--- config.mk ---
export PLATFORM = sky130hd
export DESIGN_NAME = uart_tx_arbiter_flat
export DESIGN_NICKNAME = d
export VERILOG_FILES = /design/src/rtl/uart_tx_arbiter_if.sv /design/src/rtl/uart_tx_arbiter.sv /design/src/flat_wrapper.sv
export SDC_FILE = /design/constraint.sdc
export NUM_CORES = 1
export LEC_CHECK = 0
export CAP_MARGIN = 20
export CORE_UTILIZATION = 53
export CTS_CLUSTER_SIZE = 24
export DETAILED_ROUTE_END_ITERATION = 16
export GPL_TIMING_DRIVEN = 0
export PLACE_DENSITY_LB_ADDON = 0.3
export SYNTH_ARGS = -nofsm -noshare
export SYNTH_HDL_FRONTEND = slang
export SYNTH_SLANG_ARGS = --single-unit
--- constraint.sdc ---
create_clock -name sys_clk -period 5.6 [get_ports sys_clk]
set_input_delay 0.56 -clock sys_clk [delete_from_list [all_inputs] [get_ports sys_clk]]
set_output_delay 0.56 -clock sys_clk [all_outputs]
set_load 0.1 [all_outputs]
--- src/rtl/uart_tx_arbiter_if.sv ---
// rtl/uart_tx_arbiter_if.sv - requester and uart_tx handshake bundle for uart_tx_arbiter
interface uart_tx_arbiter_if #(
    parameter int N_REQ = 3,
    parameter int ID_W  = 2
);
    logic [N_REQ-1:0]   req_valid;
    logic [8*N_REQ-1:0] req_data;
    logic [N_REQ-1:0]   req_last;
    logic [N_REQ-1:0]   req_accept;
    logic [7:0]         tx_data;
    logic               tx_start;
    logic               tx_busy;
    logic [ID_W-1:0]    grant_id;
    logic               lock_active;
    logic               timeout_err;
    logic [7:0]         err_cnt;

    // The arbiter is the slave: it consumes requester bytes and the uart_tx busy flag.
    modport slave (
        input  req_valid, req_data, req_last, tx_busy,
        output req_accept, tx_data, tx_start, grant_id, lock_active, timeout_err, err_cnt
    );

    modport master (
        output req_valid, req_data, req_last, tx_busy,
        input  req_accept, tx_data, tx_start, grant_id, lock_active, timeout_err, err_cnt
    );
endinterface

--- src/rtl/uart_tx_arbiter.sv ---
// rtl/uart_tx_arbiter.sv - packet-locked round-robin arbiter sharing one uart_tx among requesters
module uart_tx_arbiter #(
    parameter int N_REQ       = 3,
    parameter int ID_W        = 2,
    parameter int TIMEOUT_CYC = 50000
) (
    input  logic               sys_clk,
    input  logic               sys_rst_n,
    uart_tx_arbiter_if.slave   bus
);
    localparam int CNT_W = (TIMEOUT_CYC > 1) ? $clog2(TIMEOUT_CYC) : 1;
    localparam logic [CNT_W-1:0] TO_MAX = CNT_W'(TIMEOUT_CYC - 1);

    typedef enum logic [1:0] {S_IDLE, S_LOCK, S_GUARD} state_e;

    state_e            state_q;
    logic [ID_W-1:0]   grant_id_q;
    logic [ID_W-1:0]   rr_ptr_q;
    logic              lock_active_q;
    logic              timeout_err_q;
    logic [7:0]        err_cnt_q;
    logic [CNT_W-1:0]  to_cnt_q;

    logic              pick_found;
    logic [ID_W-1:0]   pick_idx;
    logic              sel_valid;
    logic              sel_last;
    logic              fire;

    // Descending search so the nearest requester after rr_ptr is the one left standing.
    always_comb begin
        int idx;
        pick_found = 1'b0;
        pick_idx   = '0;
        idx        = 0;
        for (int k = N_REQ; k >= 1; k--) begin
            idx = (int'(rr_ptr_q) + k) % N_REQ;
            if (bus.req_valid[idx]) begin
                pick_found = 1'b1;
                pick_idx   = ID_W'(idx);
            end
        end
    end

    assign sel_valid = bus.req_valid[grant_id_q];
    assign sel_last  = bus.req_last[grant_id_q];
    assign fire      = (state_q == S_LOCK) && sel_valid && !bus.tx_busy;

    assign bus.tx_start    = fire;
    assign bus.tx_data     = bus.req_data[int'(grant_id_q) * 8 +: 8];
    assign bus.req_accept  = fire ? (N_REQ'(1) << grant_id_q) : '0;
    assign bus.grant_id    = grant_id_q;
    assign bus.lock_active = lock_active_q;
    assign bus.timeout_err = timeout_err_q;
    assign bus.err_cnt     = err_cnt_q;

    always_ff @(posedge sys_clk or negedge sys_rst_n) begin
        if (!sys_rst_n) begin
            state_q       <= S_IDLE;
            grant_id_q    <= '0;
            rr_ptr_q      <= ID_W'(N_REQ - 1);
            lock_active_q <= 1'b0;
            timeout_err_q <= 1'b0;
            err_cnt_q     <= 8'd0;
            to_cnt_q      <= '0;
        end else begin
            timeout_err_q <= 1'b0;
            case (state_q)
                S_IDLE: begin
                    if (pick_found) begin
                        grant_id_q    <= pick_idx;
                        lock_active_q <= 1'b1;
                        to_cnt_q      <= '0;
                        state_q       <= S_LOCK;
                    end
                end
                S_LOCK: begin
                    if (fire) begin
                        to_cnt_q <= '0;
                        if (sel_last) begin
                            rr_ptr_q      <= grant_id_q;
                            lock_active_q <= 1'b0;
                            state_q       <= S_IDLE;
                        end else begin
                            state_q <= S_GUARD;
                        end
                    end else if (!sel_valid) begin
                        // Only valid-low cycles age the lock; a busy uart_tx never times it out.
                        if (to_cnt_q == TO_MAX) begin
                            to_cnt_q      <= '0;
                            rr_ptr_q      <= grant_id_q;
                            lock_active_q <= 1'b0;
                            timeout_err_q <= 1'b1;
                            if (err_cnt_q != 8'hFF) begin
                                err_cnt_q <= err_cnt_q + 8'd1;
                            end
                            state_q <= S_IDLE;
                        end else begin
                            to_cnt_q <= to_cnt_q + CNT_W'(1);
                        end
                    end
                end
                // Covers the cycle before uart_tx raises tx_busy after a start.
                S_GUARD: state_q <= S_LOCK;
                default: state_q <= S_IDLE;
            endcase
        end
    end
endmodule

--- src/flat_wrapper.sv ---
// flat-port wrapper written by rule: the top's interface ports become plain ports
module uart_tx_arbiter_flat 
#(
    parameter int N_REQ       = 3,
    parameter int ID_W        = 2,
    parameter int TIMEOUT_CYC = 50000
)
  (sys_clk, sys_rst_n, bus_req_valid, bus_req_data, bus_req_last, bus_tx_busy, bus_req_accept, bus_tx_data, bus_tx_start, bus_grant_id, bus_lock_active, bus_timeout_err, bus_err_cnt);
  uart_tx_arbiter_if #(.N_REQ(N_REQ), .ID_W(ID_W)) bus_i ();
  input  logic sys_clk;
  input  logic sys_rst_n;
  input wire logic [$bits(bus_i.req_valid)-1:0] bus_req_valid;
  input wire logic [$bits(bus_i.req_data)-1:0] bus_req_data;
  input wire logic [$bits(bus_i.req_last)-1:0] bus_req_last;
  input wire logic [$bits(bus_i.tx_busy)-1:0] bus_tx_busy;
  output wire logic [$bits(bus_i.req_accept)-1:0] bus_req_accept;
  output wire logic [$bits(bus_i.tx_data)-1:0] bus_tx_data;
  output wire logic [$bits(bus_i.tx_start)-1:0] bus_tx_start;
  output wire logic [$bits(bus_i.grant_id)-1:0] bus_grant_id;
  output wire logic [$bits(bus_i.lock_active)-1:0] bus_lock_active;
  output wire logic [$bits(bus_i.timeout_err)-1:0] bus_timeout_err;
  output wire logic [$bits(bus_i.err_cnt)-1:0] bus_err_cnt;
  assign bus_i.req_valid = bus_req_valid;
  assign bus_i.req_data = bus_req_data;
  assign bus_i.req_last = bus_req_last;
  assign bus_i.tx_busy = bus_tx_busy;
  assign bus_req_accept = bus_i.req_accept;
  assign bus_tx_data = bus_i.tx_data;
  assign bus_tx_start = bus_i.tx_start;
  assign bus_grant_id = bus_i.grant_id;
  assign bus_lock_active = bus_i.lock_active;
  assign bus_timeout_err = bus_i.timeout_err;
  assign bus_err_cnt = bus_i.err_cnt;
  uart_tx_arbiter #(.N_REQ(N_REQ), .ID_W(ID_W), .TIMEOUT_CYC(TIMEOUT_CYC)) u_core (.sys_clk(sys_clk), .sys_rst_n(sys_rst_n), .bus(bus_i));
endmodule
==> results.json <==
{
  "die_area_um2": 4470,
  "synth_edf_count": 0,
  "avgViaCountPerCell": 6.14,
  "synth_area_leaders": "dfrtp_1, mux2i_1, nand2_1",
  "status": "finished, final reports clean",
  "final_cells": 355,
  "die_height_um": 66.9,
  "globalRouteMet1Util": 0.341,
  "grt_pass1_vias": 2010,
  "ys_ff_latch": 32,
  "fin_tns_setup_ns": 0,
  "n_antenna_cell": 0,
  "row_count": 23,
  "powerDensity_nw_per_um2": 519,
  "synth.net_count": 280,
  "worstMarginPinSlew_ns": 1.00,
  "syn_area_per_cell_um2": 9.25,
  "clk_latency_ns": 0.28,
  "fmax_mhz": 263,
  "drive_gt1_frac": 0.108,
  "r2r_slack_ns": 3.05,
  "rr_worst_depth": 8,
  "grt.overflow.total": 0,
  "power.total_mw": 1.53,
  "syn_area_um2": 2230,
  "period_minus_slack_ns": 3.80,
  "cts_buffer_depth": 2,
  "pin_count": 57,
  "hold_class": "input port to asynchronous set/reset pin",
  "wirelength_mm": 5.55,
  "required_ns": 5.04,
  "post_cts_buffers": 0,
  "syn_to_final_growth_pct": 31.9,
  "place.gp.congestion": 0.920,
  "place.detailed.hpwl_mm": 4.17,
  "grtUsageMet3": 0.0651,
  "slew_viol_final": 0,
  "rsz0062_at_grt": "false",
  "p_leak_nw": 1.30,
  "dp_cells": 347,
  "path_clk_slew_ns": 0.07,
  "postSynth.asyncResetShare": 1.00,
  "wl_per_cell_um": 15.6,
  "htree_levels": 2,
  "synth_top_area_cell": "dfrtp_1",
  "fin_crit_sh": 0.678,
  "netlist_instances": 241,
  "finalHoldViolations": 0,
  "synth_top_cell_area_share": 0.348,
  "grtUsageTotal": 0.275,
  "r2r_start": "u_core.rr_ptr_q[1]$_DFFE_PN1P_",
  "route.detailed.drc": 0,
  "drtAntennaViolNets": 0,
  "synth.most_common_cell": "dfrtp_1",
  "core_um2": 4030,
  "slew-limit-headroom": 0.324,
  "hold-worst-slack_ns": 0.328,
  "grt_pass1_wl_mm": 9.27,
  "cts_sinks": 32,
  "endpoint_kind": "output port",
  "cp_max_fo": 7,
  "critPathKind": "input port to output port",
  "drtIter0Drc": 148,
  "die_w_um": 66.9,
  "cts_resized": 0,
  "gr-max-usage-layer": "met2",
  "grt_util_met2": 0.465,
  "ys_seq_area_frac": 0.360,
  "r2r_end": "u_core.to_cnt_q[1]$_DFFE_PN0P_",
  "cp.arrival_ns": 3.24,
  "yosys-top-cells-count": "dfrtp_1, nand2_1, o21ai_0, inv_1, mux2i_1",
  "finalSetupViolCount": 0,
  "max_cap_violations": 0,
  "grt_max_degree": 33,
  "cts_buffers": 5,
  "cts_tree": "built",
  "place_area_um2": 2850,
  "peakVddDrop_mv": 0.457,
  "layout.nets": 343,
  "vias": 2181,
  "dr.pass1.iters": 4,
  "clock_skew_ns": 0.00199,
  "startpoint_type": "input port",
  "clockRootBuffer": "clkbuf_8",
  "hold_buffers": 0,
  "yosysWarnings": 0,
  "netlist-cell-type-count": 61,
  "synth_flop_cell": "dfrtp_1",
  "fin_area_um2": 2940,
  "portBuffers": 56,
  "grt_antenna_before_repair": 0,
  "start_util": 0.553
}
-- where the power goes --
part	switching (mW)	leakage, nW	total (mW)	internal (mW)
combinational	0.704	0.820	1.04	0.334
clock	0.0879	0.0510	0.186	0.0980
sequential	0.0367	0.426	0.301	0.265
total	0.828	1.30	1.53	0.697
-- per-layer routing --
layer	vias up	share of wire
met2	107	0.49
met5	-	0
met4	0	0.014
met3	8	0.080
met1	1025	0.42
li1	1041	-
-- kinds of logic after synthesis --
kind of cell / synth area share
adder cells (fa/ha/maj): 0.0337
XOR/XNOR: 0.0275
flip-flops: 0.360
multiplexers: 0.0836
AO/OA/AOI/OAI: 0.223
AND/OR/NAND/NOR: 0.224
buffers and inverters: 0.0483
-- registers in the layout, indices dropped and copies added (netlist names) --
register	flops
u_core.bus.lock_active	1
u_core.bus.timeout_err	1
u_core.bus.grant_id	2
u_core.to_cnt_q	16
u_core.state_q	2
u_core.bus.err_cnt	8
u_core.rr_ptr_q	2
-- critical path, cell delays in order --
cell and delay, ns:
clkdlybuf4s50_1 0.59, mux2i_1 0.16, o21a_1 0.22, nor2_1 0.19, nand2_1 0.13, nor3b_1 0.22
clkdlybuf4s50_1 1.16
-- through the flow --
stage	worst slack [ns]	util
4_1_cts	1.83	0.730
3_5_place_dp	1.85	0.707
3_3_place_gp	1.86	0.708
6_report	1.80	0.730
2_1_floorplan	1.06	-
5_1_grt	1.70	0.730
-- cells in the final DEF (no fill, tap or decap), types with 2 or more instances in the layout --
cell             netlist  final
a211o_1                3      3
a211oi_1               9      9
a21o_1                 5      5
and3_1                 8      8
buf_2                  2      3
buf_6                  2      2
clkbuf_1               5      5
clkbuf_8               0      6
clkdlybuf4s50_1        0     55
clkinv_2               0      2
dfrtp_1               31     31
ha_1                   6      6
inv_1                 14     14
mux2_2                 5      5
mux2i_1               13     13
nand2_1               28     28
nand3_1                6      6
nand3b_1               4      4
nand4_1                6      6
nor2_1                 6      6
nor3_1                 7      7
nor4_1                 5      5
o211ai_1               3      3
o21a_1                 2      2
o21ai_0               20     20
o22ai_1                2      2
o31ai_1                4      4
o32ai_1                3      3
or3_1                  2      2
xnor2_1                6      6
-- cell type report --
type	instances	area [µm²]
Clock buffer	6	82.6
Timing Repair Buffer	56	556
Buffer	10	55.1
Fill cell	298	1090
Inverter	14	52.6
Clock inverter	2	10.0
Sequential cell	32	802
Tap cell	50	62.6
Multi-Input combinational cell	185	1320
-- how the worst max path moves through the flow --
stage,start,end,slack [ns]
2_1_floorplan,u_core.bus.grant_id[1]$_DFFE_PN0P_,bus_req_accept[2],1.06
3_3_place_gp,bus_req_valid[2],bus_req_accept[2],1.86
3_5_place_dp,bus_req_valid[2],bus_req_accept[2],1.85
4_1_cts,bus_req_valid[2],bus_req_accept[2],1.83
5_1_grt,bus_req_valid[2],bus_req_accept[2],1.70
6_report,bus_req_valid[2],bus_req_accept[2],1.80
Note: power is estimated with default switching activity, not from simulation.
